--- src/rtl/mp3_vga_timing.sv ---
`default_nettype none
// ============================================================================
// Module   : mp3_vga_timing
// Purpose  : VGA raster timing generator feeding mp3_display. A clock-enable
//            divider derives the pixel rate from the system clock. Registered
//            x/y counters produce the pixel coordinates. Sync and data-enable
//            are decoded from those counters, then delayed by PIPE_DLY pixel
//            ticks so they line up with the display's ROM-read latency.
// Ports    : clk           - system clock
//            rst           - asynchronous reset, active-high
//            i_en          - timing run enable
//            o_pix_ce      - one-clk pixel tick
//            o_x, o_y      - raster coordinates (16 bit)
//            o_vs          - undelayed vsync, active-high
//            o_de          - undelayed active-video flag
//            o_frame_start - one-clk pulse at the frame wrap
//            o_hsync       - delayed hsync, active level HS_POL
//            o_vsync       - delayed vsync, active level VS_POL
//            o_de_d        - delayed active-video flag
// Revision : 1.0 - initial release
// ============================================================================
module mp3_vga_timing #(
    parameter int H_ACTIVE = 640,
    parameter int H_FP     = 16,
    parameter int H_SYNC   = 96,
    parameter int H_BP     = 48,
    parameter int V_ACTIVE = 480,
    parameter int V_FP     = 10,
    parameter int V_SYNC   = 2,
    parameter int V_BP     = 33,
    parameter int CLK_DIV  = 4,
    parameter bit HS_POL   = 1'b0,
    parameter bit VS_POL   = 1'b0,
    parameter int PIPE_DLY = 2
) (
    input  logic        clk,
    input  logic        rst,
    input  logic        i_en,
    output logic        o_pix_ce,
    output logic [15:0] o_x,
    output logic [15:0] o_y,
    output logic        o_vs,
    output logic        o_de,
    output logic        o_frame_start,
    output logic        o_hsync,
    output logic        o_vsync,
    output logic        o_de_d
);

    localparam int c_H_TOTAL = H_ACTIVE + H_FP + H_SYNC + H_BP;
    localparam int c_V_TOTAL = V_ACTIVE + V_FP + V_SYNC + V_BP;

    localparam logic [15:0] c_H_LAST     = 16'(c_H_TOTAL - 1);
    localparam logic [15:0] c_V_LAST     = 16'(c_V_TOTAL - 1);
    localparam logic [15:0] c_H_ACT      = 16'(H_ACTIVE);
    localparam logic [15:0] c_V_ACT      = 16'(V_ACTIVE);
    localparam logic [15:0] c_HS_FIRST   = 16'(H_ACTIVE + H_FP);
    localparam logic [15:0] c_HS_LAST    = 16'(H_ACTIVE + H_FP + H_SYNC - 1);
    localparam logic [15:0] c_VS_FIRST   = 16'(V_ACTIVE + V_FP);
    localparam logic [15:0] c_VS_LAST    = 16'(V_ACTIVE + V_FP + V_SYNC - 1);

    // A width of at least one bit keeps CLK_DIV=1 legal; the counter then
    // simply stays at zero and the tick is asserted every clock.
    localparam int                 c_DIV_W    = (CLK_DIV > 1) ? $clog2(CLK_DIV) : 1;
    localparam logic [c_DIV_W-1:0] c_DIV_LAST = c_DIV_W'(CLK_DIV - 1);

    logic [c_DIV_W-1:0] r_div_cnt;
    logic               r_pix_ce;
    logic               r_run;
    logic               r_frame_start;
    logic [15:0]        r_x;
    logic [15:0]        r_y;

    logic w_x_wrap;
    logic w_y_wrap;
    logic w_hs_raw;
    logic w_vs_raw;
    logic w_de;
    logic w_hs_dly;
    logic w_vs_dly;
    logic w_de_dly;

    // ------------------------------------------------------------------
    // Pixel clock-enable divider. r_run marks that the raster is live; it
    // masks the data-enable decode, which would otherwise read as active
    // at the parked (0,0) position while held in reset or disabled.
    // ------------------------------------------------------------------
    always_ff @(posedge clk or posedge rst) begin
        if (rst) begin
            r_div_cnt <= '0;
            r_pix_ce  <= 1'b0;
            r_run     <= 1'b0;
        end else if (!i_en) begin
            r_div_cnt <= '0;
            r_pix_ce  <= 1'b0;
            r_run     <= 1'b0;
        end else begin
            r_run     <= 1'b1;
            r_pix_ce  <= (r_div_cnt == c_DIV_LAST);
            r_div_cnt <= (r_div_cnt == c_DIV_LAST) ? '0 : r_div_cnt + 1'b1;
        end
    end

    assign w_x_wrap = (r_x == c_H_LAST);
    assign w_y_wrap = (r_y == c_V_LAST);

    // ------------------------------------------------------------------
    // Raster counters, advanced by the registered pixel tick.
    // ------------------------------------------------------------------
    always_ff @(posedge clk or posedge rst) begin
        if (rst) begin
            r_x           <= '0;
            r_y           <= '0;
            r_frame_start <= 1'b0;
        end else if (!i_en) begin
            r_x           <= '0;
            r_y           <= '0;
            r_frame_start <= 1'b0;
        end else begin
            r_frame_start <= r_pix_ce && w_x_wrap && w_y_wrap;
            if (r_pix_ce) begin
                if (w_x_wrap) begin
                    r_x <= '0;
                    r_y <= w_y_wrap ? '0 : r_y + 16'd1;
                end else begin
                    r_x <= r_x + 16'd1;
                end
            end
        end
    end

    // Decodes straight from the counter registers: zero skew to o_x/o_y.
    assign w_de     = r_run && (r_x < c_H_ACT) && (r_y < c_V_ACT);
    assign w_hs_raw = (r_x >= c_HS_FIRST) && (r_x <= c_HS_LAST);
    assign w_vs_raw = (r_y >= c_VS_FIRST) && (r_y <= c_VS_LAST);

    // ------------------------------------------------------------------
    // Delay line holding {hs, vs, de} as active-high flags; polarity is
    // applied only at the output so "inactive" is always all-zeros.
    // ------------------------------------------------------------------
    generate
        if (PIPE_DLY == 0) begin : g_no_dly
            assign w_hs_dly = w_hs_raw;
            assign w_vs_dly = w_vs_raw;
            assign w_de_dly = w_de;
        end else begin : g_dly
            logic [2:0] r_dly [PIPE_DLY];

            always_ff @(posedge clk or posedge rst) begin
                if (rst) begin
                    for (int i = 0; i < PIPE_DLY; i++) r_dly[i] <= 3'b000;
                end else if (!i_en) begin
                    for (int i = 0; i < PIPE_DLY; i++) r_dly[i] <= 3'b000;
                end else if (r_pix_ce) begin
                    r_dly[0] <= {w_hs_raw, w_vs_raw, w_de};
                    for (int i = 1; i < PIPE_DLY; i++) r_dly[i] <= r_dly[i-1];
                end
            end

            assign {w_hs_dly, w_vs_dly, w_de_dly} = r_dly[PIPE_DLY-1];
        end
    endgenerate

    assign o_pix_ce      = r_pix_ce;
    assign o_x           = r_x;
    assign o_y           = r_y;
    assign o_vs          = w_vs_raw;
    assign o_de          = w_de;
    assign o_frame_start = r_frame_start;
    assign o_hsync       = w_hs_dly ? HS_POL : ~HS_POL;
    assign o_vsync       = w_vs_dly ? VS_POL : ~VS_POL;
    assign o_de_d        = w_de_dly;

endmodule
`default_nettype wire

--- config.mk ---
export PLATFORM = sky130hd
export DESIGN_NAME = mp3_vga_timing
export DESIGN_NICKNAME = d
export VERILOG_FILES = /design/src/rtl/mp3_vga_timing.sv
export SDC_FILE = /design/constraint.sdc
export NUM_CORES = 1
export LEC_CHECK = 0
export CAP_MARGIN = 20
export CORE_MARGIN = 4
export CORE_UTILIZATION = 53
export CTS_CLUSTER_DIAMETER = 60
export DETAILED_ROUTE_END_ITERATION = 7
export PLACE_DENSITY = 0.8
export SLEW_MARGIN = 20
export SYNTH_ARGS = -nofsm -noshare
export SYNTH_HDL_FRONTEND = slang
export SYNTH_SLANG_ARGS = --single-unit
export TNS_END_PERCENT = 1
--- constraint.sdc ---
create_clock -name clk -period 2.45 [get_ports clk]
set_input_delay 0.3675 -clock clk [delete_from_list [all_inputs] [get_ports clk]]
set_output_delay 0.3675 -clock clk [all_outputs]
set_load 0.005 [all_outputs]
==> results of run 1 <==
[layout by cell type (no fill, tap or decap), drive strengths merged, types with 5 or more instances in the layout]
| master | n |
|---|---|
| xor2 | 5 |
| ha | 5 |
| a211oi | 11 |
| nor4 | 5 |
| clkbuf | 6 |
| or4 | 8 |
| mux2i | 6 |
| dfrtp | 43 |
| o22ai | 7 |
| nand3 | 12 |
| buf | 21 |
| inv | 12 |
| clkdlybuf4s50 | 39 |
| o32ai | 5 |
| and2 | 5 |
| o21ai | 8 |
| nand4 | 15 |
| nand2b | 5 |
| nand2 | 32 |
| nor2 | 16 |
| or3 | 14 |
| a21oi | 13 |
[cells by family after synthesis]
logic type / count (synthesis) / synth area share (%)
XOR/XNOR: 6 / 2.14
adder cells (fa/ha/maj): 5 / 2.55
multiplexers: 6 / 2.45
AO/OA/AOI/OAI: 50 / 13.3
buffers and inverters: 27 / 4.23
flip-flops: 43 / 43.8
AND/OR/NAND/NOR: 129 / 31.5
[cell type report]
| type | count | area, um2 |
|---|---|---|
| multi-input combinational | 196 | 1290 |
| tap | 52 | 65.1 |
| clock buffer | 6 | 82.6 |
| clock inverter | 1 | 5.00 |
| inverter | 12 | 45.0 |
| sequential | 43 | 1080 |
| timing repair buffer | 62 | 569 |
| fill | 378 | 1270 |
[worst paths after layout]
| path | startpoint | endpoint | slack (ns) | cells after the start |
|---|---|---|---|---|
| setup / recovery | o_y[4] | o_vs | 0.20 | 3 |
| max in group asynchronous | rst | o_x[12] | 1.55 | 3 |
| hold / removal | r_div_cnt[0] | r_div_cnt[0] | 0.44 | 1 |
| min in group asynchronous | rst | o_frame_start | 0.51 | 3 |
| hold reg to reg | r_div_cnt[0] | r_div_cnt[0] | 0.44 | 1 |
| setup reg to reg | o_x[15] | o_y[13] | 0.39 | 5 |
[worst max-delay path, delay by kind of cell (launching register included)]
family,cells,cell delay (ns)
and+or+nand+nor,2,0.93
DFF,1,0.38
buffers and inverters,1,0.28
[report_power, final]
part / switching, mW / total [mW] / internal [mW]
clock: 0.249 / 0.471 / 0.222
sequential: 0.00372 / 0.719 / 0.715
combinational: 0.0464 / 0.0665 / 0.0200
[sequential cells by signal (all words and copies together), names as in the netlist]
name,count
g_dly.r_dly,5
o_de_d,1
o_frame_start,1
o_pix_ce,1
o_x,16
o_y,16
r_div_cnt,2
r_run,1
[synthesized netlist by cell type, drive strengths merged (2+ instances only)]
library cell and number:
nand2b 5, nor3 2, nor4b 2, and4 4
clkbuf 12, dfrtp 43, nand4 15, nand3 12
a211oi 11, nor4 5, or3 14, and2 5
ha 5, o31ai 3, xor2 5, and3 3
o21ai 8, nor2 16, buf 3, o22ai 7
a21oi 13, o32ai 5, nand2 32, inv 12
mux2i 6, or4 8
[per-layer routing]
metal,up-vias,wire [um]
met1,1126,2860
met2,70,2990
met5,-,0
li1,1091,-
met3,11,430
met4,0,90
[stage by stage]
| step | cells | hold slack [ns] | setup TNS (ns) | power, mW |
|---|---|---|---|---|
| 5_1_grt | 372 | 0.471 | 0 | 1.31 |
| 4_1_cts | 370 | 0.439 | -0.0201 | 1.26 |
| 3_5_place_dp | 363 | 0.429 | 0 | 0.800 |
| 3_3_place_gp | 363 | 0.420 | 0 | 0.799 |
| 2_1_floorplan | 266 | 0.399 | 0 | 0.774 |
| 6_report | 372 | 0.440 | 0 | 1.26 |
[timing repair]
action	CTS	global route
hold endpoints to repair	0	0
setup endpoints to repair	2	1
resized for setup	6	2
pin swaps	2	3
buffers inserted	0	2
cloned	0	0
==> out/results.ini, run 1 <==
[clocking]
ctsHtreeMaxLevel=2
cts.clk_slew.worst_paths_ns=0.08
ctsRootBufferMaster=clkbuf_8
clkLatencyLatePin_ns=0.30
holdBufCountCts=0
cts_sinks=43
cts_tree=yes
clk_path_buf_depth=2
cts_buffers=5

[layout]
n_antenna_cell=0
drive_above_1_share_pct=12.5
fin_util_pct=71.1
final_nets=328
design_area_um2=3140
synthToLayoutAreaGrowth_pct=27.8

[sta]
slew_headroom_pct=57.1
skew_ns=0.00786
finalMaxSlewViolations=0
final-setup-viol-count=0
hold_viol=0
tightestPinTransition_ns=0.642
period_share_pct=92.0
rsz0062_at_grt=false
min_period_ns=2.25
setup_slack_ns=0.197
fmax_mhz=444

[global_route]
top_usage_layer=met2
grt_max_degree=44
grtUsageMet3_pct=5.91
grtUsageTotal_pct=22.6
use_met1_pct=32.3
grt_pass1_vias=2213
grt_use_met2_pct=33.4
grt-ovfl-total=0
grt_first_pass_wirelength_um=11000
antenna_found_initial=0

[worst_setup_path]
cp_cell_sequence=or4bb_1, nor4_2, dlygate4sd2_1
slowest_stage=or4bb_1
cp-start-kind=register
slowest_delay_ns=0.57
worst-path-max-fanout=2
critPathKind=register to output pin
endpoint_kind=output pin
cp.arrival_ns=1.89
cp.required_ns=2.08

[route]
vias_per_cell=6.18
route.detailed.drc=0
drt_iter0_markers=143
vias=2298
postRouteAntennaNets=0
totalWireLength_um=6370
drt_pass1_iterations=4
wl_per_cell_um=17.1

[yosys]
synthArstFlopShare_pct=100
synth_cells=266
synth_top_cells_by_area=dfrtp_1, nand2_1, nand4_1
syn_nets=274
synth_seq_cells=43
synth_area_um2=2460
ys_seq_area_share_pct=43.8
avgSynthCellArea_um2=9.23
synth_cell_type_count=42
ys_warn_count=0
synth_edf_count=0
synth_largest_area_cell=dfrtp_1
netlist.area_leader.share_pct=43.8
synthFlopType=dfrtp_1

[job]
maxCapViolations=0

[pwr]
powerDensity_nw_per_um2=400
p_leak_nw=1.24
ir_drop_mv=0.363

[placed_design]
post-place-ws_ns=0.139
hpwl_um=4380
port_buffers=41
gp_congestion=0.875
place_area_um2=3020

[floorplan]
coreArea_um2=4410
die_x_um=76.1
die-area_um2=5790
dieHeight_um=76.1
start_util_pct=55.6
ios=42
placementRows=24

[min_path]
hold_class=register to register

[run_status]
status=finished clean

(Power assumes the default switching activity.)
==> run 2, diff against run 1 <==
CTS_CLUSTER_SIZE = 10   (was unset)
HOLD_SLACK_MARGIN = 0.06   (was unset)
==> results of run 2 <==
Final layout, timing and power as in run 1 (identical DEF).
==> run 3, diff against run 2 <==
==> constraint.sdc (replaced) <==
create_clock -name clk -period 2.45 [get_ports clk]
set_input_delay 0.3675 -clock clk [delete_from_list [all_inputs] [get_ports clk]]
set_output_delay 0.3675 -clock clk [all_outputs]
set_load 0.01 [all_outputs]
==> run 3 against run 2 <==
  * Count of clock-buffer cells in the layout is the same
  * Flip-flop and latch count is the same
  * Via count grew 4.0%
  * Clock skew shrank 0.0013 ns
  * Global-route usage grew 1.2 points
==> out/results.ini, run 3 (synthesized netlist as in run 1, its figures left out) <==
[run_status]
status=finished clean  ; unchanged

[worst_setup_path]
endpoint_kind=output pin  ; unchanged
slowest_delay_ns=0.57  ; about the same
worst-path-max-fanout=5  ; was 2
reg2reg_slack_ns=0.27  ; was 0.39 ns
slowest_stage=or4_4  ; was or4bb_1
critPathKind=register to output pin  ; unchanged
path_delay_family=simple AND/OR/NAND/NOR gates  ; unchanged
cp_cell_sequence=or4_4, nor4_4, dlygate4sd2_1  ; was or4bb_1, nor4_2, dlygate4sd2_1
cp_num_buf_inv=1  ; unchanged
cp-start-kind=register  ; unchanged
cp.required_ns=2.08  ; about the same
cp.arrival_ns=1.94  ; was 1.89 ns

[floorplan]
coreArea_um2=4410  ; unchanged
ios=42  ; unchanged
placementRows=24  ; unchanged
dieHeight_um=76.1  ; unchanged
die-area_um2=5790  ; unchanged
start_util_pct=55.6  ; unchanged
die_x_um=76.1  ; unchanged

[sta]
rsz0062_at_grt=false  ; unchanged
skew_ns=0.00661  ; was 0.00786 ns
period_share_pct=94.3  ; was 92.0%
finalMaxSlewViolations=0  ; unchanged
final.setup.tns_ns=0  ; unchanged
final-setup-viol-count=0  ; unchanged
fmax_mhz=433  ; was 444 MHz
min_period_ns=2.31  ; was 2.25 ns
hold_viol=0  ; unchanged
slew_headroom_pct=63.1  ; was 57.1%
holdWs_ns=0.452  ; was 0.440 ns
tightestPinTransition_ns=0.554  ; was 0.642 ns

[route]
totalWireLength_um=6550  ; was 6370 um
route.detailed.drc=0  ; unchanged
wl_per_cell_um=17.5  ; was 17.1 um
vias_per_cell=6.38  ; was 6.18
drt_iter0_markers=177  ; was 143
vias=2391  ; was 2298
drt_pass1_iterations=5  ; was 4
postRouteAntennaNets=0  ; unchanged

[layout]
drive_above_1_share_pct=12.7  ; was 12.5%
n_antenna_cell=0  ; unchanged
n_fill_cell=327  ; was 378
synthToLayoutAreaGrowth_pct=29.5  ; was 27.8%
final_nets=330  ; was 328
mostFrequentLayoutCells=dfrtp_1, clkdlybuf4s50_1, nand2_1  ; unchanged
mostFrequentLayoutCell=dfrtp_1  ; unchanged

[min_path]
hold_class=register to register  ; unchanged

[job]
maxCapViolations=0  ; unchanged

[global_route]
antenna_found_initial=0  ; unchanged
grt_max_degree=44  ; unchanged
grt_pass1_vias=2372  ; was 2213
grt-ovfl-total=0  ; unchanged
grt_first_pass_wirelength_um=11500  ; was 11000 um
grtUsageTotal_pct=23.8  ; was 22.6%

[clocking]
cts_resized=6  ; unchanged
cts_sinks=43  ; unchanged
postCtsSetupBuffers=0  ; unchanged
ctsHtreeMaxLevel=2  ; unchanged
clkLatencyLatePin_ns=0.30  ; about the same
clk_path_buf_depth=2  ; unchanged
cts_buffers=5  ; unchanged
ctsRootBufferMaster=clkbuf_8  ; unchanged
cts_tree=yes  ; unchanged
holdBufCountCts=0  ; unchanged
cts.clk_slew.worst_paths_ns=0.08  ; about the same

[pwr]
swShare_pct=22.3  ; was 23.8%
power_switching_uw=307  ; was 300 uW
p_comb_share_pct=5.0  ; was 5.3%
p_leak_nw=1.26  ; was 1.24 nW
total_power_mw=1.37  ; was 1.26 mW
power_frac_clock_pct=42.6  ; was 37.5%
powerDensity_nw_per_um2=431  ; was 400 nW/um2
pwr-share-seq_pct=52.4  ; was 57.2%
ir_drop_mv=0.288  ; was 0.363 mV
p_int_mw=1.07  ; was 957 uW

[placed_design]
gp_congestion=0.834  ; was 0.875
port_buffers=41  ; unchanged
hpwl_um=4470  ; was 4380 um

run 3: cell types whose count changed in the layout (fill, tap and decap cells not counted):
cell | previous run | this run
nor4_2 | 1 | 0
dlygate4sd2_1 | 1 | 2
dlymetal6s2s_1 | 1 | 0
nor2_4 | 1 | 0
nor4_4 | 1 | 2
buf_4 | 21 | 23
dfrtp_2 | 2 | 0
dfrtp_1 | 41 | 43
nor2_2 | 0 | 1
bufinv_16 | 0 | 1
run 3: final cells by class:
type / instances / area, um2 / share of cell area [%]
Clock buffer: 6 / 82.6 / 2.60
Clock inverter: 2 / 35.0 / 1.10
Inverter: 12 / 45.0 / 1.42
Multi-Input combinational cell: 196 / 1300 / 40.8
Sequential cell: 43 / 1080 / 33.8
Tap cell: 52 / 65.1 / 2.04
Timing Repair Buffer: 64 / 581 / 18.2
run 3: path summary, 6_finish.rpt:
path	from	endpoint	cells after the start
min in group asynchronous	rst	o_frame_start	3
setup / recovery	o_y[12]	o_vs	3
hold reg to reg	r_div_cnt[0]	r_div_cnt[0]	1
hold / removal	r_div_cnt[0]	r_div_cnt[0]	1
setup reg to reg	o_y[1]	o_y[2]	9
max in group asynchronous	rst	g_dly.r_dly[1]	3
run 3: worst reg2reg max path: stages, from the launching register on:
cell and delay [ns]:
dfrtp_1 0.45, buf_4 0.18, inv_1 0.05, ha_1 0.15, nor4b_1 0.26, buf_4 0.18, nand4b_4 0.20, buf_4 0.23
a211oi_1 0.24, o22ai_1 0.13
run 3: stage by stage:
stage                     setup WS [ns]  std cells  utilization [%]  instance area (um2)
final                             0.140        375             72.1                 3180
after floorplan                   0.506        266                -                 2460
after global routing             0.0603        375             72.1                 3180
after global placement           0.0823        367             69.0                 3050
after detailed placement      -0.000256        367             69.0                 3050
after CTS                         0.134        375             72.1                 3180
run 3: metal layers:
metal	GRT usage, %	wire (um)	vias to the layer above
met3	4.49	374	16
met5	0	0	-
met2	36.9	3080	81
met4	9.09	130	0
li1	-	-	1100
met1	32.9	2960	1194
run 3: power groups by stage:
stage | Clock, mW | Sequential [mW] | Combinational (mW)
after floorplan | 0 | 0.733 | 0.0412
after global placement | 0 | 0.733 | 0.0681
after detailed placement | 0 | 0.733 | 0.0691
after CTS | 0.595 | 0.719 | 0.0685
after global routing | 0.624 | 0.720 | 0.0768
final | 0.585 | 0.719 | 0.0681
